--- src/rtl/uart_rx_pkg.sv ---
// Shared definitions for the UART receive path: default frame width and the
// receiver FSM state encoding.
package uart_rx_pkg;

  localparam int unsigned DATA_BITS_DEF = 8;

  localparam logic [2:0] ST_IDLE   = 3'd0;
  localparam logic [2:0] ST_START  = 3'd1;
  localparam logic [2:0] ST_DATA   = 3'd2;
  localparam logic [2:0] ST_PARITY = 3'd3;
  localparam logic [2:0] ST_STOP   = 3'd4;

  typedef enum logic [2:0] {
    S_IDLE   = ST_IDLE,
    S_START  = ST_START,
    S_DATA   = ST_DATA,
    S_PARITY = ST_PARITY,
    S_STOP   = ST_STOP
  } rx_state_e;

endpackage

--- src/rtl/rx_synchronizer.sv ---
// Two-flop synchronizer for the asynchronous Rx line; resets to the idle
// (high) level so that no edge is seen on reset release.
module rx_synchronizer (
  input  logic clk,
  input  logic reset,
  input  logic i_async,
  output logic o_sync
);

  logic r_meta;
  logic r_sync;

  always_ff @(posedge clk) begin
    if (reset) begin
      r_meta <= 1'b1;
      r_sync <= 1'b1;
    end else begin
      r_meta <= i_async;
      r_sync <= r_meta;
    end
  end

  assign o_sync = r_sync;

endmodule

--- src/rtl/rx_deserializer.sv ---
// UART frame deserializer: detects the start edge, samples data/parity/stop
// on externally supplied mid-bit strobes and reports a registered result.
module rx_deserializer
  import uart_rx_pkg::*;
#(
  parameter int unsigned DATA_BITS  = DATA_BITS_DEF,
  parameter bit          PARITY_EN  = 1'b0,
  parameter bit          PARITY_ODD = 1'b0
) (
  input  logic                 clk,
  input  logic                 reset,
  input  logic                 serial_in,
  input  logic                 sampling_strobe,
  output logic                 start_detected,
  output logic [DATA_BITS-1:0] received_data,
  output logic                 data_valid,
  output logic                 framing_error,
  output logic                 parity_error,
  output logic                 busy
);

  localparam int unsigned CNT_W = $clog2(DATA_BITS + 1);

  rx_state_e            r_state;
  logic                 r_rx_d;
  logic [CNT_W-1:0]     r_cnt;
  logic [DATA_BITS-1:0] r_shift;
  logic                 r_par_bit;
  logic                 w_rx_s;
  logic                 w_par_ok;

  rx_synchronizer u_sync (
    .clk     (clk),
    .reset   (reset),
    .i_async (serial_in),
    .o_sync  (w_rx_s)
  );

  // Payload plus parity bit must XOR to 1 for odd parity, 0 for even.
  assign w_par_ok = !PARITY_EN || ((^{r_shift, r_par_bit}) == PARITY_ODD);

  always_ff @(posedge clk) begin
    if (reset) begin
      r_state        <= S_IDLE;
      r_rx_d         <= 1'b1;
      r_cnt          <= '0;
      r_shift        <= '0;
      r_par_bit      <= 1'b0;
      received_data  <= '0;
      start_detected <= 1'b0;
      data_valid     <= 1'b0;
      framing_error  <= 1'b0;
      parity_error   <= 1'b0;
      busy           <= 1'b0;
    end else begin
      r_rx_d         <= w_rx_s;
      start_detected <= 1'b0;
      data_valid     <= 1'b0;
      framing_error  <= 1'b0;
      parity_error   <= 1'b0;
      case (r_state)
        S_IDLE: begin
          if (r_rx_d && !w_rx_s) begin
            start_detected <= 1'b1;
            busy           <= 1'b1;
            r_state        <= S_START;
          end
        end
        S_START: begin
          if (sampling_strobe) begin
            if (!w_rx_s) begin
              r_cnt   <= '0;
              r_state <= S_DATA;
            end else begin
              busy    <= 1'b0;
              r_state <= S_IDLE;
            end
          end
        end
        S_DATA: begin
          // Line order is LSB first, so each new bit enters at the MSB.
          if (sampling_strobe) begin
            r_shift <= {w_rx_s, r_shift[DATA_BITS-1:1]};
            r_cnt   <= r_cnt + CNT_W'(1);
            if (r_cnt == CNT_W'(DATA_BITS - 1)) begin
              r_state <= PARITY_EN ? S_PARITY : S_STOP;
            end
          end
        end
        S_PARITY: begin
          if (sampling_strobe) begin
            r_par_bit <= w_rx_s;
            r_state   <= S_STOP;
          end
        end
        S_STOP: begin
          if (sampling_strobe) begin
            busy          <= 1'b0;
            r_state       <= S_IDLE;
            framing_error <= !w_rx_s;
            parity_error  <= !w_par_ok;
            if (w_rx_s && w_par_ok) begin
              data_valid    <= 1'b1;
              received_data <= r_shift;
            end
          end
        end
        default: begin
          busy    <= 1'b0;
          r_state <= S_IDLE;
        end
      endcase
    end
  end

endmodule

--- config.mk ---
export PLATFORM = sky130hd
export DESIGN_NAME = rx_deserializer
export DESIGN_NICKNAME = d
export VERILOG_FILES = /design/src/rtl/uart_rx_pkg.sv /design/src/rtl/rx_synchronizer.sv /design/src/rtl/rx_deserializer.sv
export SDC_FILE = /design/constraint.sdc
export NUM_CORES = 1
export LEC_CHECK = 0
export CORE_ASPECT_RATIO = 0.9
export CORE_UTILIZATION = 53
export DETAILED_ROUTE_END_ITERATION = 7
export PLACE_DENSITY = 0.77
export RECOVER_POWER = 50
export REMOVE_ABC_BUFFERS = 1
export SLEW_MARGIN = 20
export SYNTH_ARGS = -nofsm -noshare
export SYNTH_HDL_FRONTEND = slang
export SYNTH_SLANG_ARGS = --single-unit
--- constraint.sdc ---
create_clock -name clk -period 1.7 [get_ports clk]
set_input_delay 0.255 -clock clk [delete_from_list [all_inputs] [get_ports clk]]
set_output_delay 0.255 -clock clk [all_outputs]
set_load 0.05 [all_outputs]
* Yosys cells after proc, flatten, opt, wreduce, memory -nomap -nowiden
Cells that the tools add are included.
Operators by class: $add $sub $neg 1, eq/ne operators 13, multiplexer cells 19, bitwise logic cells 4, reduce and logical (&&, ||, !) cells 12
Operators with widths (count):
- $mux W3 | 6
- $pmux W3 S5 | 1
- $ne A2 B2 Y1 const B | 7
- $mux W4 | 3
- $pmux W4 S2 | 1
- $eq A3 B2 Y1 const B | 2
- $mux W1 | 6
- $reduce_and A6 Y1 | 1
- $reduce_and A5 Y1 | 1
- $add A4 B1 Y4 const B | 1
- $eq A4 B3 Y1 const B | 1
- $not A1 Y1 | 4
- $pmux W1 S4 | 1
- $reduce_and A4 Y1 | 1
- $reduce_or A2 Y1 | 2
- $eq A3 B1 Y1 const B | 1
- $eq A3 B3 Y1 const B | 1
- $logic_not A3 Y1 | 1
- $reduce_and A3 Y1 | 1
- $reduce_or A3 Y1 | 1
- $mux W2 | 1
- $ne A2 B1 Y1 const B | 1
- $reduce_and A2 Y1 | 1
- $reduce_bool A2 Y1 | 1
- other kinds (2) | 2
Word-level totals: register bits 30, input port bits 4, output and inout port bits 13, logic and storage cells 60

* Depth between registers and ports, before layout
depth in word-level cells 4, mapped depth 5, mapped depth without buffers 4

* By module
From an unflattened synthesis, not the netlist that was laid out.
Second synthesis, totals: cells, all modules 138, area total of the unflattened synthesis 1233.7 um2
By module, submodules not included:
- rx_deserializer | times used 1, cells an instance 134, area each 1181.1 um2, sequential area each 560.5 um2
- rx_synchronizer | times used 1, cells an instance 4, area each 52.6 um2, sequential area each 40.0 um2

* Least setup slack after synthesis
No wires, ideal clock.
path type register to register, start point reg u_sync.r_sync, in the netlist u_sync.o_sync, end point reg r_state[1], data arrival time 1211 ps, path slack 417 ps, cell stages (with the launch flop) 4, buffers on the path 0, clock period less this slack 1283 ps, cell sequence dfxtp_1 or4b_4 a2bb2oi_2 mux2i_1
Between the ends: word-level cells in the longest chain between the ends 4
Ends and longest elaborated chain:
- start, declared | line rx_synchronizer.sv:11 | logic r_sync;
- start signal, assigned | line rx_synchronizer.sv:19 | r_sync <= r_meta;
- $logic_not A1 Y1 | line rx_deserializer.sv:63 | if (r_rx_d && !w_rx_s) begin
- $logic_and A1 B1 Y1 | line rx_deserializer.sv:63
- $ne A2 B2 Y1 (no line)
- $reduce_and A6 Y1 (no line)
- end signal, assigned | line rx_deserializer.sv:86 | r_state <= PARITY_EN ? S_PARITY : S_STOP;
- end, declared | line rx_deserializer.sv:24 | rx_state_e r_state;
Several ways; a longest one is shown, not always the timed one. The select of a mux whose other input is x is not followed. A chain may end at the register's enable or synchronous reset.

* Worst setup path after layout
start point reg r_state[0], end point reg r_cnt[2]
Between the ends: word-level cells in the longest chain between the ends 3
Ends and longest elaborated chain:
- $eq A3 B1 Y1 / $eq A3 B2 Y1 (equally long branches) | line rx_deserializer.sv:61 | case (r_state)
- $ne A2 B2 Y1 (no line) / $reduce_bool A2 Y1 (equally long branches)
- $reduce_and A4 Y1 (no line)
- end signal, assigned | line rx_deserializer.sv:84 | r_cnt <= r_cnt + CNT_W'(1);
- end, declared | line rx_deserializer.sv:26 | logic [CNT_W-1:0] r_cnt;
Several ways; a longest one is shown, not always the timed one.

==> summary.txt <==
Place
  • Final GP Congestion: 0.815
  • Detail Placement HPWL: 1920 um
  • Port Buffers: 15

Power
  • LEAKAGE: 0.523 nW
  • Clock share of power: 0.409
  • Comb power frac: 0.063
  • Power per standard cell area: 921 mW/mm2
  • Max IR drop VDD: a little under 0.0007 V
  • Reg power frac: 0.529
  • Internal: between 1 and 1.5 mW
  • Sw frac: 0.235
  • P_sw: roughly 0.32 mW

Detailed routing
  • Routed Antenna Nets: 0
  • DRT iter0 DRCs: 36
  • Vias per cell: between 5 and 6
  • DRT Pass-1 Iters: 4
  • Total number of vias: approximately 1100
  • WL per Instance: 15.4 um
  • Number of remaining DRC errors: 0
  • Final WL: slightly below 3000 um

Clock network
  • Root buffer cell: clkbuf_4
  • Hold buffers post-CTS: 0
  • H-tree depth: 2
  • Setup Fix Bufs, Post-CTS: 0
  • Sink Count: 30
  • Clock slew at reported path FFs: about 0.09 ns
  • Max clock buf depth: 2
  • CTS buffer count: 5
  • CTS tree: yes
  • Clk Latency, worst-skew pair: 0.33 ns
  • Resized cells post-CTS: 3

GRT
  • Grt met2 use: 0.417
  • GRT Residual Overflow: 0
  • Largest net degree at the start of global routing: 18
  • Initial antenna violation count: 0
  • Met3 usage: 0.0841
  • GR peak layer: met2
  • Met1 global-route usage: 0.330
  • All-layer global routing usage: 0.258
  • Vias in the first global route: 1052
  • First-pass GRT wire length: 4860 um

Setup path
  • CP Max Fanout: 15
  • CP Launch Type: flop
  • CP endpoint kind: flop
  • Arr. time, crit path: around 1.8 ns
  • WP data required: 1.91 ns
  • Setup CP Type: reg -> reg

Timing
  • RSZ-0062 raised after global routing: false
  • Pins Over Slew Limit: 0
  • Skew final: 0.00718 ns
  • Worst slew margin: 0.600
  • Post-layout min period: ~1.6 ns
  • WHS: 0.419 ns
  • Final setup fails: 0
  • Fin. Hold Viols: 0
  • FMAX: between 600 and 700 MHz
  • Final worst path period share: 0.919
  • Setup TNS: 0 ns
  • Worst slew pin tran: between 0.6 and 0.7 ns

Job
  • Max Cap Violations: 0

Floorplan
  • Chip Height: slightly below 50 um
  • Die area: 0.00267 mm2
  • Core Area: around 0.0022 mm2
  • Starting Density: 0.582
  • Die Width: around 54 um
  • Io pins: 17
  • Site Rows: 16

Final layout
  • Multi-input logic area: slightly above 600 um2
  • Filler Cell Count: roughly 210
  • Final nets: approximately 170
  • Layout cells sized above 1: 0.133
  • Diode count: 0
  • Commonest cells after routing, fill and taps aside: dfxtp_1 (30), nand2_1 (21), a21oi_1 (17)
  • Most common cell after layout, fill and taps aside: dfxtp_1
  • Post-synthesis to final-layout area growth: 14.0%
  • Register area: between 600 and 700 um2

Synth
  • Syn Inst Count: ~150
  • Synth cell types: between 40 and 50
  • Post-Syn Area: around 0.0013 mm2
  • Synth Area per Inst: about 9 um2
  • Seq/Total Area, Yosys: 0.460
  • YS warnings: 0
  • #FFs+latches synth: 30

Hold path
  • Hold Path Class: reg -> reg

Run status
  • Status: finished, final reports clean
## cells by family after synthesis
group / count (synthesis) / synth area share
mux: 1 / 0.00767
compound gates: 40 / 0.187
buf+inv: 16 / 0.0642
flops: 30 / 0.460
simple gates: 58 / 0.268
fa+ha+maj: 1 / 0.00959
other cells: 1 / 0.00287
## Yosys cell counts (all sizes together)
master	instances	area [um2]
nand3	11	55.1
or3	2	12.5
inv	3	11.3
a22oi	1	7.51
nor3	2	10.0
ha	1	12.5
nor3b	1	7.51
nor4	1	6.26
a2bb2oi	1	15.0
o21bai	1	7.51
buf	5	42.5
a211oi	2	15.0
or3b	1	8.76
or4	1	7.51
o31ai	1	7.51
o221a	1	11.3
a41oi	1	8.76
or2	2	12.5
o21ai	12	60.1
nor2	1	3.75
conb	1	3.75
nor2b	2	12.5
and4bb	3	37.5
a311oi	1	8.76
nand2b	4	32.5
and3b	1	8.76
dfxtp	30	601
a32oi	1	8.76
mux2i	1	10.0
clkbuf	8	30.0
nand4bb	2	22.5
or4b	3	33.8
a21oi	18	93.8
nand2	21	78.8
## path summary, 6_finish.rpt
kind,startpoint,end,slack [ns],depth (start not counted)
worst max-delay path,r_state[0]$_SDFFE_PP0P_,r_cnt[2]$_SDFFE_PP0P_,0.14,3
worst min-delay path,u_sync.r_meta$_SDFF_PP1_,u_sync.o_sync$_SDFF_PP1_,0.42,1
worst max register to register,r_state[0]$_SDFFE_PP0P_,r_cnt[2]$_SDFFE_PP0P_,0.14,3
worst min register to register,u_sync.r_meta$_SDFF_PP1_,u_sync.o_sync$_SDFF_PP1_,0.42,1
## routing by layer
layer,share of wire,vias up
li1,-,556
met1,0.45,535
met2,0.50,27
met3,0.039,4
met4,0.0091,0
met5,0,-
## sequential cells by signal, indices dropped and copies added (netlist names), 3 cells and up
register and cells:
r_shift 8, received_data 8, r_cnt 4, r_state 3
## final cells by class
class | count | area share
Multi-Input combinational cell | 101 | 0.417
Tap cell | 27 | 0.0227
Inverter | 3 | 0.00757
Sequential cell | 30 | 0.404
Clock inverter | 3 | 0.0269
Clock buffer | 5 | 0.0252
Timing Repair Buffer | 23 | 0.0967
## power by group through the flow
stage	Clock, mW	Combinational (mW)	Sequential, mW
floorplan	0	0.0377	0.747
global placement	0	0.0865	0.739
detailed placement	0	0.0881	0.739
CTS	0.567	0.0880	0.724
global route	0.597	0.0926	0.726
finish	0.560	0.0857	0.724
## per-stage QoR
step / setup slack [ns] / total power [mW] / std cells / instance area [um2] / util
2_1_floorplan: 0.313 / 0.785 / 134 / 1230 / -
3_3_place_gp: 0.0641 / 0.825 / 184 / 1450 / 0.648
3_5_place_dp: 0.0166 / 0.828 / 184 / 1450 / 0.648
4_1_cts: 0.165 / 1.38 / 192 / 1530 / 0.681
5_1_grt: 0.0933 / 1.42 / 192 / 1490 / 0.664
6_report: 0.138 / 1.37 / 192 / 1490 / 0.664
## worst max-delay path, stage by stage (launching register included)
cell and delay, ns:
dfxtp_1 0.62, or3b_1 0.45, a32oi_1 0.26, nand3_1 0.11
Note: power is estimated with default switching activity, not from simulation.
